$ cat src/rtl/rc_pkg.sv
// Shared types and default timing constants for the RC receiver input path.
// Defaults assume a 1 us sample tick.
package rc_pkg;

   typedef enum logic {
      HUNT   = 1'b0,
      LOCKED = 1'b1
   } ppm_state_t;

   localparam int DEF_NCH      = 8;
   localparam int DEF_MIN_INT  = 500;
   localparam int DEF_SYNC_MIN = 5000;
   localparam int DEF_TIMEOUT  = 50000;
   localparam int DEF_IDX_W    = $clog2(DEF_NCH + 1);

   // idx must be able to hold NCH itself, the "frame full" value.
   function automatic int idx_width(input int nch);
      return $clog2(nch + 1);
   endfunction

endpackage

$ cat src/rtl/ppm_edge_sync.sv
// Synchroniser chain for the raw PPM line plus active-edge detection.
// edge_det is high for one cycle per synchronised transition matching POLARITY.
module ppm_edge_sync #(
   parameter int SYNC_STAGES = 3,
   parameter bit POLARITY    = 1'b1
) (
   input  logic CLK,
   input  logic RST,
   input  logic PPM,
   output logic edge_det
);

   logic [SYNC_STAGES-1:0] sync_reg;
   logic                   prev_reg;

   always_ff @(posedge CLK or posedge RST) begin
      if (RST) begin
         sync_reg <= '0;
         prev_reg <= 1'b0;
      end else begin
         sync_reg <= {sync_reg[SYNC_STAGES-2:0], PPM};
         prev_reg <= sync_reg[SYNC_STAGES-1];
      end
   end

   generate
      if (POLARITY) begin : g_rise
         assign edge_det = sync_reg[SYNC_STAGES-1] & ~prev_reg;
      end else begin : g_fall
         assign edge_det = ~sync_reg[SYNC_STAGES-1] & prev_reg;
      end
   endgenerate

endmodule

$ cat src/rtl/ppm_frame_decoder.sv
// CPPM frame decoder: measures edge-to-edge intervals, assembles NCH channel
// codes in a shadow bank and publishes them atomically on a valid sync gap.
module ppm_frame_decoder
   import rc_pkg::*;
#(
   parameter int NCH         = DEF_NCH,
   parameter int CW          = 16,
   parameter int SYNC_STAGES = 3,
   parameter bit POLARITY    = 1'b1,
   parameter int MIN_INT     = DEF_MIN_INT,
   parameter int SYNC_MIN    = DEF_SYNC_MIN,
   parameter int TIMEOUT     = DEF_TIMEOUT
) (
   input  logic              CLK,
   input  logic              RST,
   input  logic              PPM,
   output logic [NCH*CW-1:0] CH,
   output logic              FRAME_VALID,
   output logic              FRAME_ERR,
   output logic              LOST
);

   localparam int            IW      = idx_width(NCH);
   localparam logic [CW-1:0] MIN_I   = CW'(MIN_INT);
   localparam logic [CW-1:0] SYNC_I  = CW'(SYNC_MIN);
   localparam logic [CW-1:0] TMO_I   = CW'(TIMEOUT);
   localparam logic [CW-1:0] CNT_MAX = {CW{1'b1}};
   localparam logic [IW-1:0] NCH_I   = IW'(NCH);

   logic          edge_det;
   logic [CW-1:0] cnt_reg;
   ppm_state_t    state_reg, state_next;
   logic [IW-1:0] idx_reg, idx_next;
   logic          fv_reg, fv_next;
   logic          fe_reg, fe_next;
   logic          lost_reg, lost_next;
   logic          shadow_we;
   logic          ch_load;
   logic [CW-1:0] shadow_reg [NCH];
   logic [CW-1:0] ch_reg     [NCH];

   ppm_edge_sync #(
      .SYNC_STAGES (SYNC_STAGES),
      .POLARITY    (POLARITY)
   ) u_edge_sync (
      .CLK      (CLK),
      .RST      (RST),
      .PPM      (PPM),
      .edge_det (edge_det)
   );

   // cnt_reg holds the interval since the previous edge when edge_det is high.
   always_ff @(posedge CLK or posedge RST) begin
      if (RST) begin
         cnt_reg <= '0;
      end else if (edge_det) begin
         cnt_reg <= CW'(1);
      end else if (cnt_reg != CNT_MAX) begin
         cnt_reg <= cnt_reg + CW'(1);
      end
   end

   always_comb begin
      state_next = state_reg;
      idx_next   = idx_reg;
      fv_next    = 1'b0;
      fe_next    = 1'b0;
      lost_next  = lost_reg;
      shadow_we  = 1'b0;
      ch_load    = 1'b0;
      if (edge_det) begin
         case (state_reg)
            HUNT: begin
               if (cnt_reg >= SYNC_I) begin
                  state_next = LOCKED;
                  idx_next   = '0;
               end
            end
            LOCKED: begin
               if (cnt_reg < MIN_I) begin
                  fe_next    = 1'b1;
                  state_next = HUNT;
                  idx_next   = '0;
               end else if (cnt_reg < SYNC_I) begin
                  if (idx_reg == NCH_I) begin
                     fe_next    = 1'b1;
                     state_next = HUNT;
                     idx_next   = '0;
                  end else begin
                     shadow_we = 1'b1;
                     idx_next  = idx_reg + IW'(1);
                  end
               end else begin
                  // Any sync gap re-anchors the frame, complete or not.
                  idx_next = '0;
                  if (idx_reg == NCH_I) begin
                     ch_load   = 1'b1;
                     fv_next   = 1'b1;
                     lost_next = 1'b0;
                  end else begin
                     fe_next = 1'b1;
                  end
               end
            end
            default: begin
               state_next = HUNT;
               idx_next   = '0;
            end
         endcase
      end else if (cnt_reg == TMO_I) begin
         lost_next  = 1'b1;
         state_next = HUNT;
         idx_next   = '0;
      end
   end

   always_ff @(posedge CLK or posedge RST) begin
      if (RST) begin
         state_reg <= HUNT;
         idx_reg   <= '0;
         fv_reg    <= 1'b0;
         fe_reg    <= 1'b0;
         lost_reg  <= 1'b1;
      end else begin
         state_reg <= state_next;
         idx_reg   <= idx_next;
         fv_reg    <= fv_next;
         fe_reg    <= fe_next;
         lost_reg  <= lost_next;
      end
   end

   always_ff @(posedge CLK or posedge RST) begin
      if (RST) begin
         for (int i = 0; i < NCH; i++) begin
            shadow_reg[i] <= '0;
            ch_reg[i]     <= '0;
         end
      end else begin
         for (int i = 0; i < NCH; i++) begin
            if (shadow_we && idx_reg == IW'(i)) begin
               shadow_reg[i] <= cnt_reg;
            end
            if (ch_load) begin
               ch_reg[i] <= shadow_reg[i];
            end
         end
      end
   end

   genvar gi;
   generate
      for (gi = 0; gi < NCH; gi++) begin : g_ch
         assign CH[gi*CW +: CW] = ch_reg[gi];
      end
   endgenerate

   assign FRAME_VALID = fv_reg;
   assign FRAME_ERR   = fe_reg;
   assign LOST        = lost_reg;

endmodule
$ cat config.mk
export PLATFORM = sky130hd
export DESIGN_NAME = ppm_frame_decoder
export DESIGN_NICKNAME = d
export VERILOG_FILES = /design/src/rtl/rc_pkg.sv /design/src/rtl/ppm_edge_sync.sv /design/src/rtl/ppm_frame_decoder.sv
export SDC_FILE = /design/constraint.sdc
export NUM_CORES = 1
export LEC_CHECK = 0
export ABC_AREA = 1
export CAP_MARGIN = 20
export CELL_PAD_IN_SITES_DETAIL_PLACEMENT = 1
export CELL_PAD_IN_SITES_GLOBAL_PLACEMENT = 1
export CORE_UTILIZATION = 43
export DETAILED_ROUTE_END_ITERATION = 10
export PLACE_DENSITY = 0.89
export SLEW_MARGIN = 20
export SYNTH_ARGS = -nofsm -noshare
export SYNTH_HDL_FRONTEND = slang
export SYNTH_SLANG_ARGS = --single-unit
$ cat constraint.sdc
create_clock -name CLK -period 12.14 [get_ports CLK]
set_clock_uncertainty 0.15 [all_clocks]
set_input_delay 2.428 -clock CLK [delete_from_list [all_inputs] [get_ports CLK]]
set_output_delay 2.428 -clock CLK [all_outputs]
set_load 0.005 [all_outputs]
==> flow_summary.json <==
{
  "outcome": "finished, final reports clean",
  "syn_nets": 1214,
  "die_area_um2": 26600,
  "reg2reg_setup_slack_ns": 7.86,
  "clk_latency_ns": 0.55,
  "worst_pin_slew_ns": 0.934,
  "cts.sinks": 284,
  "startpoint_type": "flip-flop",
  "gr-total-overflow": 0,
  "final_nets": 1320,
  "routed_wl_um": 32800,
  "grt_pass1_wl_um": 51900,
  "grt_max_degree": 152,
  "crit_fanout": 80,
  "clock_path_buffers": 3,
  "cts-root-buf": "clkbuf_16",
  "diodes": 0,
  "wl_per_cell_um": 19.8,
  "place.gp.congestion": 0.906,
  "crit_path_end_kind": "flip-flop",
  "cap_viol_max_count": 0,
  "ir_worst_vdd_v": 0.000111,
  "synth.distinct_cells": 33,
  "cts-buffers-inserted": 29,
  "critical_path_buf_inv_count": 3,
  "syn_area_um2": 11200,
  "seq_area_frac_synth_pct": 63.7,
  "syn_to_final_growth_pct": 21.7,
  "syn_avg_cell_area_um2": 9.28,
  "ctsResizeCount": 0,
  "power_density_nw_per_um2": 143,
  "path_clk_slew_ns": 0.07,
  "htreeDepth": 1,
  "drive_gt1_share_pct": 4.89,
  "slew_headroom_pct": 37.8,
  "hpwl_um": 19700,
  "synth_most_common_cell": "nand2_1",
  "critical_path_class": "reg2reg",
  "final_cells": 1658,
  "viasPerCell": 5.34,
  "initial_core_util_pct": 44.0,
  "critical_path_required_ns": 12.46,
  "crit_family": "buffers and inverters",
  "dr_total_vias": 8848,
  "route.detailed.drc": 0,
  "period_share_pct": 35.3,
  "timing.fmax_mhz": 233,
  "cp_data_arrival_time_ns": 4.61,
  "ios": 134,
  "antenna_found_initial": 0,
  "yosysWarningCount": 0,
  "die_h_um": 163,
  "die_x_um": 163,
  "postRouteAntennaNets": 0,
  "finalHoldViolations": 0,
  "crit_chain": "inv_1, a21oi_1, nand2_1, nand2_1, ha_1, nand4_4, inv_4, buf_4, nand2_1, nand2_1",
  "syn-instance-count": 1202,
  "p_leak_uw": 0.00667,
  "drv_slew": 0,
  "tns_ns": 0,
  "grt_pass1_vias": 9440,
  "num-fill-cells": 2849,
  "synth_top_area_cell": "dfrtp_1",
  "placed_cells": 1607,
  "critPathMaxStageDelay_ns": 0.74,
  "netlist_top_cells_count": "551 x nand2_1, 283 x dfrtp_1, 118 x o21ai_0",
  "cpMostUsedCell": "nand2_1",
  "core_area_um2": 25300,
  "synth-edff-count": 0,
  "period_needed_ns": 4.28,
  "hold_buffers": 0,
  "port_buffers": 133,
  "async_reset_ff_share_pct": 100,
  "rows": 58,
  "setup_violations": 0,
  "yosysTopAreaCellShare_pct": 63.5,
  "cts_setup_buffers": 0,
  "drtIter0Drc": 657,
  "ys_seq_elements": 284,
  "dr.pass1.iters": 6,
  "track_usage_pct": 25.5,
  "cts_tree": "built",
  "cp_slowest_cell": "buf_4",
  "dominantRegCellSynth": "dfrtp_1",
  "hold_class": "reg2reg",
  "rsz0062_at_grt": "no",
  "yosys-top-cells-area": "dfrtp_1 63%, nand2_1 19%, o21ai_0 5.3%"
}
## final cells by class
| cell class | count | area [um^2] | area share, % |
|---|---|---|---|
| flip-flops and latches | 284 | 7110 | 52.4 |
| multi-input cells | 815 | 3570 | 26.3 |
| repair buffers | 136 | 1370 | 10.1 |
| clock buffers | 40 | 807 | 5.95 |
| well taps | 330 | 413 | 3.04 |
| inverters | 42 | 173 | 1.27 |
| clock inverters | 11 | 141 | 1.04 |
## power by group
group,switching [uW],internal [uW]
logic,70.5,8.94
registers,8.46,953
clock network,371,526
## worst reg2reg max path, stage by stage (launching register included)
cell     delay (ns)
dfrtp_1        0.42
inv_1          0.34
a21oi_1        0.30
nand2_1        0.16
nand2_1        0.17
ha_1           0.21
nand4_4        0.59
inv_4          0.72
buf_4          0.75
nand2_1        0.26
nand2_1        0.15
## path summary, 6_finish.rpt
kind,startpoint,end,cells after the start
worst max-delay path,cnt_reg[7],CH[113],10
worst min-delay path,u_edge_sync.sync_reg[1],u_edge_sync.sync_reg[2],0
worst max register to register,cnt_reg[7],CH[113],10
worst min register to register,u_edge_sync.sync_reg[1],u_edge_sync.sync_reg[2],0
max in group asynchronous,RST,shadow_reg[93],3
min in group asynchronous,RST,CH[35],2
## routing by layer
layer | vias up | routed length [um] | global-route usage (%)
met4 | 0 | 1200 | 10.7
met5 | - | 0 | 0
met1 | 4498 | 13300 | 32.1
met3 | 80 | 1640 | 3.83
met2 | 269 | 16700 | 43.8
li1 | 4001 | - | -
## metrics by stage
| step | area [um^2] | setup WS (ns) | total power, uW | utilization (%) | hold WS [ns] |
|---|---|---|---|---|---|
| after floorplan | 11200 | 1.73 | 1020 | - | 0.181 |
| after global placement | 12600 | 7.52 | 1050 | 49.8 | 0.185 |
| after detailed placement | 12600 | 7.52 | 1050 | 49.8 | 0.195 |
| after CTS | 13600 | 7.93 | 1950 | 53.6 | 0.210 |
| after global routing | 13600 | 7.57 | 1990 | 53.6 | 0.215 |
| final | 13600 | 7.86 | 1940 | 53.6 | 0.208 |
## cell usage in the layout (no fill, tap or decap), types with 2 or more instances in the layout
cell type        instances
buf_4                    2
a21oi_1                  6
nor2_1                  41
a31oi_1                  2
nand3_4                  6
xor2_1                   2
nand2_1                551
nand3_2                  3
clkbuf_1                 7
clkbuf_8                 4
clkbuf_16               29
nand4_1                  7
clkinvlp_4               3
o21ai_0                118
nor2_4                   2
clkinv_2                 4
clkdlybuf4s50_1        133
o21ai_1                 25
bufinv_16                3
inv_1                   39
dfrtp_1                283
nand3_1                 25
ha_1                     9
nor3_1                   9
## cell families (layout without fill, tap and decap cells)
kind of cell,after synthesis,after routing,share of synthesized area [%]
XOR/XNOR,3,3,0.236
AO/OA/AOI/OAI,154,154,7.01
buffers and inverters,103,229,4.39
AND/OR/NAND/NOR,649,649,23.6
adder cells (fa/ha/maj),9,9,1.01
flip-flops,284,284,63.7
Note: power is estimated with default switching activity, not from simulation.
